## src/rtl/flow_rd_sched.sv

```systemverilog
// flow_rd_sched: read scheduler for the per-flow packet-size accumulator.
// Arbitrates between a host requester (req/ack) and a background sweep over
// all flow indices, issues one read/clear strobe at a time, captures the
// returned count RD_LAT cycles later and offers it on a valid/ready port.
//
// Ports:
//   clk_i, rst_i           clock, asynchronous active-high reset
//   host_req_i/flow_i      host read request (level) and flow index
//   host_ack_o             one-cycle pulse, host request accepted
//   sweep_en_i             enable background sweep
//   sweep_wrap_o           pulse when the sweep index wraps to 0
//   rd_stb_o/flow_num_o    read/clear strobe and flow to accumulator
//   rd_data_i/data_val_i   accumulator read data and valid
//   res_valid_o/ready_i    result handshake
//   res_flow_o/data_o      flow index and captured count
//   res_src_o              0 = host, 1 = sweep
//   res_err_o              read data was not valid at capture
module flow_rd_sched #(
    parameter int unsigned A_WIDTH = 10,
    parameter int unsigned D_WIDTH = 32,
    parameter int unsigned RD_LAT  = 4
) (
    input  logic               clk_i,
    input  logic               rst_i,
    input  logic               host_req_i,
    input  logic [A_WIDTH-1:0] host_flow_i,
    output logic               host_ack_o,
    input  logic               sweep_en_i,
    output logic               sweep_wrap_o,
    output logic               rd_stb_o,
    output logic [A_WIDTH-1:0] rd_flow_num_o,
    input  logic [D_WIDTH-1:0] rd_data_i,
    input  logic               rd_data_val_i,
    output logic               res_valid_o,
    input  logic               res_ready_i,
    output logic [A_WIDTH-1:0] res_flow_o,
    output logic [D_WIDTH-1:0] res_data_o,
    output logic               res_src_o,
    output logic               res_err_o
);

    typedef enum logic [1:0] {S_IDLE, S_ISSUE, S_WAIT, S_HOLD} state_t;

    state_t             state_q, state_d;
    // grant_q marks the IDLE cycle in which a grant is being presented
    // (host_ack_o high); the strobe follows in the next cycle.
    logic               grant_q, grant_d;
    logic [A_WIDTH-1:0] flow_q, flow_d;
    logic               src_q, src_d;
    logic               last_q, last_d;
    logic [A_WIDTH-1:0] idx_q, idx_d;
    logic [3:0]         cnt_q, cnt_d;

    logic               ack_q, ack_d;
    logic               wrap_q, wrap_d;
    logic               stb_q, stb_d;
    logic [A_WIDTH-1:0] rdflow_q, rdflow_d;
    logic               valid_q, valid_d;
    logic [A_WIDTH-1:0] rflow_q, rflow_d;
    logic [D_WIDTH-1:0] rdata_q, rdata_d;
    logic               rsrc_q, rsrc_d;
    logic               rerr_q, rerr_d;

    logic               arb_en;
    logic               host_win;
    logic               sweep_win;
    logic [A_WIDTH-1:0] idx_inc;

    assign idx_inc   = idx_q + {{(A_WIDTH-1){1'b0}}, 1'b1};
    // On a tie the host wins only if the sweep had the previous grant.
    assign host_win  = host_req_i & (~sweep_en_i | last_q);
    assign sweep_win = sweep_en_i & ~host_win;

    always_comb begin
        state_d  = state_q;
        grant_d  = 1'b0;
        flow_d   = flow_q;
        src_d    = src_q;
        last_d   = last_q;
        idx_d    = idx_q;
        cnt_d    = cnt_q;
        ack_d    = 1'b0;
        wrap_d   = 1'b0;
        stb_d    = 1'b0;
        rdflow_d = rdflow_q;
        valid_d  = 1'b0;
        rflow_d  = rflow_q;
        rdata_d  = rdata_q;
        rsrc_d   = rsrc_q;
        rerr_d   = rerr_q;
        arb_en   = 1'b0;

        unique case (state_q)
            S_IDLE: begin
                if (grant_q) begin
                    state_d  = S_ISSUE;
                    stb_d    = 1'b1;
                    rdflow_d = flow_q;
                    if (src_q) begin
                        idx_d  = idx_inc;
                        wrap_d = (idx_inc == '0);
                    end
                end else begin
                    arb_en = 1'b1;
                end
            end
            S_ISSUE: begin
                cnt_d   = 4'(RD_LAT - 1);
                state_d = S_WAIT;
            end
            S_WAIT: begin
                if (cnt_q == 4'd0) begin
                    state_d = S_HOLD;
                    valid_d = 1'b1;
                    rflow_d = flow_q;
                    rsrc_d  = src_q;
                    rerr_d  = ~rd_data_val_i;
                    rdata_d = rd_data_val_i ? rd_data_i : '0;
                end else begin
                    cnt_d = cnt_q - 4'd1;
                end
            end
            S_HOLD: begin
                valid_d = 1'b1;
                if (res_ready_i) begin
                    // Arbitration here makes the grant visible in the
                    // following IDLE cycle, never in the handshake cycle.
                    valid_d = 1'b0;
                    state_d = S_IDLE;
                    arb_en  = 1'b1;
                end
            end
            default: state_d = S_IDLE;
        endcase

        if (arb_en && (host_win || sweep_win)) begin
            grant_d = 1'b1;
            flow_d  = host_win ? host_flow_i : idx_q;
            src_d   = ~host_win;
            last_d  = ~host_win;
            ack_d   = host_win;
        end
    end

    always_ff @(posedge clk_i or posedge rst_i) begin
        if (rst_i) begin
            state_q  <= S_IDLE;
            grant_q  <= 1'b0;
            flow_q   <= '0;
            src_q    <= 1'b0;
            last_q   <= 1'b1;
            idx_q    <= '0;
            cnt_q    <= 4'd0;
            ack_q    <= 1'b0;
            wrap_q   <= 1'b0;
            stb_q    <= 1'b0;
            rdflow_q <= '0;
            valid_q  <= 1'b0;
            rflow_q  <= '0;
            rdata_q  <= '0;
            rsrc_q   <= 1'b0;
            rerr_q   <= 1'b0;
        end else begin
            state_q  <= state_d;
            grant_q  <= grant_d;
            flow_q   <= flow_d;
            src_q    <= src_d;
            last_q   <= last_d;
            idx_q    <= idx_d;
            cnt_q    <= cnt_d;
            ack_q    <= ack_d;
            wrap_q   <= wrap_d;
            stb_q    <= stb_d;
            rdflow_q <= rdflow_d;
            valid_q  <= valid_d;
            rflow_q  <= rflow_d;
            rdata_q  <= rdata_d;
            rsrc_q   <= rsrc_d;
            rerr_q   <= rerr_d;
        end
    end

    assign host_ack_o    = ack_q;
    assign sweep_wrap_o  = wrap_q;
    assign rd_stb_o      = stb_q;
    assign rd_flow_num_o = rdflow_q;
    assign res_valid_o   = valid_q;
    assign res_flow_o    = rflow_q;
    assign res_data_o    = rdata_q;
    assign res_src_o     = rsrc_q;
    assign res_err_o     = rerr_q;

endmodule
```

## config.mk

```make
export PLATFORM = sky130hd
export DESIGN_NAME = flow_rd_sched
export DESIGN_NICKNAME = d
export VERILOG_FILES = /design/src/rtl/flow_rd_sched.sv
export SDC_FILE = /design/constraint.sdc
export NUM_CORES = 1
export LEC_CHECK = 0
export ABC_AREA = 1
export CAP_MARGIN = 20
export CORE_MARGIN = 5
export CORE_UTILIZATION = 43
export CTS_BUF_LIST = sky130_fd_sc_hd__clkbuf_4 sky130_fd_sc_hd__clkbuf_8 sky130_fd_sc_hd__clkbuf_16
export DETAILED_ROUTE_END_ITERATION = 8
export GPL_TIMING_DRIVEN = 0
export PLACE_DENSITY_LB_ADDON = 0.2
export SYNTH_ARGS = -nofsm -noshare
export SYNTH_HDL_FRONTEND = slang
export SYNTH_SLANG_ARGS = --single-unit
```

## constraint.sdc

```tcl
create_clock -name clk_i -period 3.2 [get_ports clk_i]
set_clock_uncertainty 0.1 [all_clocks]
set_input_delay 0.8 -clock clk_i [delete_from_list [all_inputs] [get_ports clk_i]]
set_output_delay 0.8 -clock clk_i [all_outputs]
set_load 0.005 [all_outputs]
```

# [Word-level counts from Yosys, hierarchy flattened]
# Index checks and enable logic that the tools add are counted.
[op_classes] add_sub_neg=2 n_eq_ne=7 n_mux=21 bitwise=6 n_reduce_logical=11
[ops] cell="two-way mux 32 bit" count=1
[ops] cell="two-way mux 1 bit" count=11
[ops] cell="adder 10 x 1 -> 10 bit, second input constant" count=1
[ops] cell="zero test 10 bit" count=1
[ops] cell="two-way mux 10 bit" count=1
[ops] cell="inequality test 2 bit, second input constant" count=4
[ops] cell="case mux 2 bit (4 select lines)" count=1
[ops] cell="case mux 4 bit (2 select lines)" count=1
[ops] cell="two-way mux 2 bit" count=3
[ops] cell="AND reduction 2 bit" count=3
[ops] cell="AND reduction 3 bit" count=2
[ops] cell="== test 2 bit, second input constant" count=2
[ops] cell="zero test 4 bit" count=1
[ops] cell="two-way mux 4 bit" count=1
[ops] cell="case mux 1 bit (2 select lines)" count=2
[ops] cell="subtractor 4 x 1 -> 4 bit, second input constant" count=1
[ops] cell="NOT 1 bit" count=3
[ops] cell="bitwise AND 1 bit" count=2
[ops] cell="== test 2 x 1 -> 1 bit, second input constant" count=1
[ops] cell="zero test 2 bit" count=1
[ops] cell="nonzero test 2 bit" count=1
[ops] cell="logical AND 1 bit" count=1
[ops] cell="logical OR 1 bit" count=1
[ops] cell="bitwise OR 1 bit" count=1
[totals] regBits=87 inputBits=48 output_inout_bits=58 word_cells=63

# [Depth between registers and ports, before layout]
[logic_depth] ltp_word=8 ltp_mapped=9 ltp_nobuf=9

# [Least setup slack after synthesis]
# OpenSTA, ideal clock, no wires.
[synth_path] path_kind="input -> register" from="in sweep_en_i" to="reg flow_q[0]" setup_ns=0.131 arrival_ns=1.545 t_required_ns=2.969 slack_ns=1.425 path_stages=6 n_path_buf=1 cell_sequence="inv_1 o21ai_0 nor2_1 buf_2 nand2_1 o211ai_1"
[synth_via] elab_chain_len=7 word_cells_on_any_way=8 cone_classes="1 x mux; 5 x bitwise; 2 x reduce/logical"
[synth_lines] item="from (decl)" line_no="28" rtl="input logic sweep_en_i,"
[synth_lines] item="NOT 1 bit" line_no="71" rtl="assign host_win = host_req_i & (~sweep_en_i | last_q);"
[synth_lines] item="bitwise OR 1 bit" line_no="71"
[synth_lines] item="bitwise AND 1 bit" line_no="71"
[synth_lines] item="NOT 1 bit" line_no="72" rtl="assign sweep_win = sweep_en_i & ~host_win;"
[synth_lines] item="bitwise AND 1 bit" line_no="72"
[synth_lines] item="logical OR 1 bit" line_no="136" rtl="if (arb_en && (host_win || sweep_win)) begin"
[synth_lines] item="logical AND 1 bit" line_no="136"
[synth_lines] item="to (signal assigned)" line_no="166" rtl="flow_q <= flow_d;"
[synth_lines] item="to (decl)" line_no="48" rtl="logic [A_WIDTH-1:0] flow_q, flow_d;"
# Parallel ways exist; a longest one is shown, timed or not.
# A chain may end at the register's enable or synchronous reset.

# [Worst setup path in the final report]
[layout_path] from="reg rdflow_q[2], in the netlist rd_flow_num_o[2]" to="out rd_flow_num_o[2]"
[layout_lines] item="from (decl)" line_no="57" rtl="logic [A_WIDTH-1:0] rdflow_q, rdflow_d;"
[layout_lines] item="from (signal assigned)" line_no="174" rtl="rdflow_q <= rdflow_d;"
[layout_lines] item="to (decl)" line_no="31" rtl="output logic [A_WIDTH-1:0] rd_flow_num_o,"
# No word-level cell between the ends.

==> load_flow_metrics.sql <==
INSERT INTO impl_metrics (metric_group, metric, value, unit) VALUES
('critical_path', 'reg2regPathDepth', '8', ''),
('timing', 'max-slew-margin-rel', '68.05', '%'),
('timing', 'timing.final.crit_share', '67.66', '%'),
('critical_path', 'cp_max_fo', '2', ''),
('place', 'dp_hpwl', '6375', 'um'),
('routing', 'count_of_vias_placed_by_the_detailed_router', '2853', ''),
('die', 'initial_standard_cell_utilization_of_the_core', '44.01', '%'),
('cts', 'post-cts-setup-buffers', '0', ''),
('power_and_ir_drop', 'powerDensity', '793.3', 'nW/um^2'),
('timing', 'setup_viol', '0', ''),
('place', 'routabilityCongestion', '0.7838', ''),
('final_layout', 'design_area', '5031', 'um^2'),
('timing', 'max_freq', '461.9', 'MHz'),
('power_and_ir_drop', 'swShare', '31.55', '%'),
('cts', 'path_clk_slew', '0.09', 'ns'),
('power_and_ir_drop', 'ir_drop', '334.7', 'uV'),
('die', 'core_region_area', '8217', 'um^2'),
('place', 'post-place-ws', '0.7768', 'ns'),
('critical_path', 'regToRegEndpoint', 'sweep_wrap_o', ''),
('grt', 'gr-usage-met1', '24.27', '%'),
('final_layout', 'utilization', '61.23', '%'),
('final_layout', 'antenna-diode-count', '0', ''),
('power_and_ir_drop', 'total_leakage_power', '0.002285', 'uW'),
('routing', 'drt_first_iter_violations', '109', ''),
('logic_synthesis', 'syn-cell-area', '3616', 'um^2'),
('critical_path', 'worst_setup_path_start_kind', 'flip-flop', ''),
('timing', 'setup_total_negative_slack', '0', 'ns'),
('hold_path', 'timing.hold.worst.start', 'last_q', ''),
('cts', 'cts.path.max_buffers', '2', ''),
('routing', 'drt-pass1-iter-count', '4', ''),
('final_layout', 'area_used_by_sequential_logic_in_the_layout', '2178', 'um^2'),
('timing', 'worst_pin_slew', '0.4793', 'ns'),
('grt', 'global_route.usage.total', '17.40', '%'),
('critical_path', 'required', '2.30', 'ns'),
('final_layout', 'syn_to_final_growth', '39.14', '%'),
('routing', 'wl_per_cell', '14.67', 'um'),
('power_and_ir_drop', 'intPower', '2732', 'uW'),
('critical_path', 'worstPathCellList', 'clkdlybuf4s50_1', ''),
('hold_path', 'whs_path_depth', '2', ''),
('critical_path', 'critical_path.top_delay_family', 'buffers and inverters', ''),
('die', 'dieWidth', '101.7', 'um'),
('die', 'die_h', '101.7', 'um'),
('grt', 'first_pass_grt_wire_length', '14040', 'um'),
('status', 'outcome', 'complete, no violations', ''),
('cts', 'cts_tree', 'done', ''),
('routing', 'via_per_inst', '4.869', ''),
('die', 'std_cell_rows', '33', ''),
('power_and_ir_drop', 'clkPwrFrac', '19.6', '%'),
('timing', 'fin_ws', '1.035', 'ns'),
('grt', 'grt_antenna_before_repair', '0', ''),
('critical_path', 'slowest_stage', 'sky130_fd_sc_hd__clkdlybuf4s50_1', ''),
('routing', 'drc', '0', ''),
('cts', 'numCtsBuffers', '9', ''),
('power_and_ir_drop', 'power_frac_comb', '37.0', '%'),
('logic_synthesis', 'syn_nets', '415', ''),
('grt', 'grt_pass1_vias', '2859', ''),
('cts', 'clock_insertion_delay_worst_skew', '0.35', 'ns'),
('hold_path', 'worst_hold_path.endpoint', 'last_q', ''),
('power_and_ir_drop', 'seq_power_share', '43.4', '%'),
('grt', 'overflow', '0', ''),
('routing', 'antenna_left', '0', ''),
('critical_path', 'worst-r2r-setup-slack', '1.24', 'ns'),
('logic_synthesis', 'synth_warnings', '0', ''),
('die', 'io_pins', '106', ''),
('cts', 'resized_cells_post_cts', '0', ''),
('final_layout', 'multi_input_area', '1197', 'um^2'),
('logic_synthesis', 'yosysUniqueCellTypes', '24', ''),
('critical_path', 'worstSetupPathType', 'flip-flop to output pin', ''),
('run', 'cap_violations', '0', ''),
('logic_synthesis', 'synth-seq-cells', '87', ''),
('final_layout', 'n_fill_cell', '702', '');
## power groups by stage
stage          Combinational, uW  Clock [uW]  Sequential [uW]
2_1_floorplan                668           0             1750
5_1_grt                     1650         851             1790
3_5_place_dp                1490           0             1750
6_report                    1480         781             1730
3_3_place_gp                1460           0             1740
4_1_cts                     1510         806             1730
## logic make-up (layout without fill, tap and decap cells)
kind of cell             count (synthesis)  in the layout  synth area share [%]
AND/OR/NAND/NOR                        126            126                 13.84
XOR/XNOR                                 3              3                0.7268
flip-flops                              87             87                 60.24
adder cells (fa/ha/maj)                  8              8                 2.768
buffers and inverters                   51            173                 6.643
AO/OA/AOI/OAI                           84             84                 15.78
## cells in the final DEF (no fill, tap or decap), types with 4 or more instances in the layout
master                              n
sky130_fd_sc_hd__nand2_1           93
sky130_fd_sc_hd__nand3_1           10
sky130_fd_sc_hd__inv_1             34
sky130_fd_sc_hd__buf_4              4
sky130_fd_sc_hd__o21ai_0           40
sky130_fd_sc_hd__a22o_1            32
sky130_fd_sc_hd__dfrtp_1           86
sky130_fd_sc_hd__o211ai_1          10
sky130_fd_sc_hd__buf_6              4
sky130_fd_sc_hd__ha_1               8
sky130_fd_sc_hd__nor2_1            16
sky130_fd_sc_hd__clkbuf_8           9
sky130_fd_sc_hd__clkdlybuf4s50_1  105
## worst min-delay path, stage by stage (launching register included)
cell                      delay [ns]
sky130_fd_sc_hd__dfstp_2        0.37
sky130_fd_sc_hd__nand2_1        0.05
sky130_fd_sc_hd__nand2_1        0.05
## per-stage QoR
stage	cells	power, uW
after detailed placement	570	3244
after floorplan	359	2413
final	586	3991
after global routing	586	4284
after global placement	569	3198
after CTS	586	4045
## cell usage after synthesis
cell type / n / area share [%]
sky130_fd_sc_hd__ha_1: 8 / 2.8
sky130_fd_sc_hd__xor2_1: 1 / 0.24
sky130_fd_sc_hd__o21ai_0: 40 / 5.5
sky130_fd_sc_hd__a22o_1: 32 / 7.8
sky130_fd_sc_hd__clkinv_1: 1 / 0.10
sky130_fd_sc_hd__o211ai_1: 10 / 2.1
sky130_fd_sc_hd__buf_4: 4 / 0.83
sky130_fd_sc_hd__nor2_1: 16 / 1.7
sky130_fd_sc_hd__o21a_1: 1 / 0.21
sky130_fd_sc_hd__buf_6: 4 / 1.2
sky130_fd_sc_hd__nor3_1: 2 / 0.28
sky130_fd_sc_hd__buf_2: 3 / 0.42
sky130_fd_sc_hd__nand2_1: 93 / 9.7
sky130_fd_sc_hd__a22oi_1: 1 / 0.21
sky130_fd_sc_hd__clkbuf_1: 3 / 0.31
sky130_fd_sc_hd__dfrtp_1: 86 / 60
sky130_fd_sc_hd__nor2_2: 2 / 0.35
sky130_fd_sc_hd__dfstp_2: 1 / 0.73
sky130_fd_sc_hd__nand2_2: 1 / 0.17
sky130_fd_sc_hd__nand3_1: 10 / 1.4
sky130_fd_sc_hd__inv_2: 1 / 0.10
sky130_fd_sc_hd__nand4_1: 2 / 0.35
sky130_fd_sc_hd__inv_1: 35 / 3.6
sky130_fd_sc_hd__xnor2_1: 2 / 0.48
## cell type report
cell class                      instances  area share (%)
Buffer                                 14           2.014
Inverter                               37           2.810
Timing Repair Buffer                  106           21.44
Clock inverter                          7           1.567
Multi-Input combinational cell        221           23.80
Sequential cell                        87           43.30
Clock buffer                            9           2.462
Tap cell                              105           2.611
## sequential cells by signal, summed over array words and instances, names as in the netlist
name,cells
cnt_q,4
flow_q,10
rd_stb_o,1
host_ack_o,1
res_src_o,1
idx_q,10
res_valid_o,1
src_q,1
res_flow_o,10
res_err_o,1
res_data_o,32
sweep_wrap_o,1
rd_flow_num_o,10
last_q,1
grant_q,1
state_q,2
## how the worst max path moves through the flow
stage	depth (start not counted)	endpoint
global placement	2	cnt_q[0]
finish	1	rd_flow_num_o[2]
floorplan	1	cnt_q[0]
CTS	1	rd_flow_num_o[2]
global route	1	rd_flow_num_o[2]
detailed placement	7	flow_q[4]
## layer usage
metal,vias to the layer above,wire (um)
met5,-,0
li1,1426,-
met2,92,3944
met3,6,569
met4,0,77
met1,1329,4006
Power figures use the tool's default switching activity.
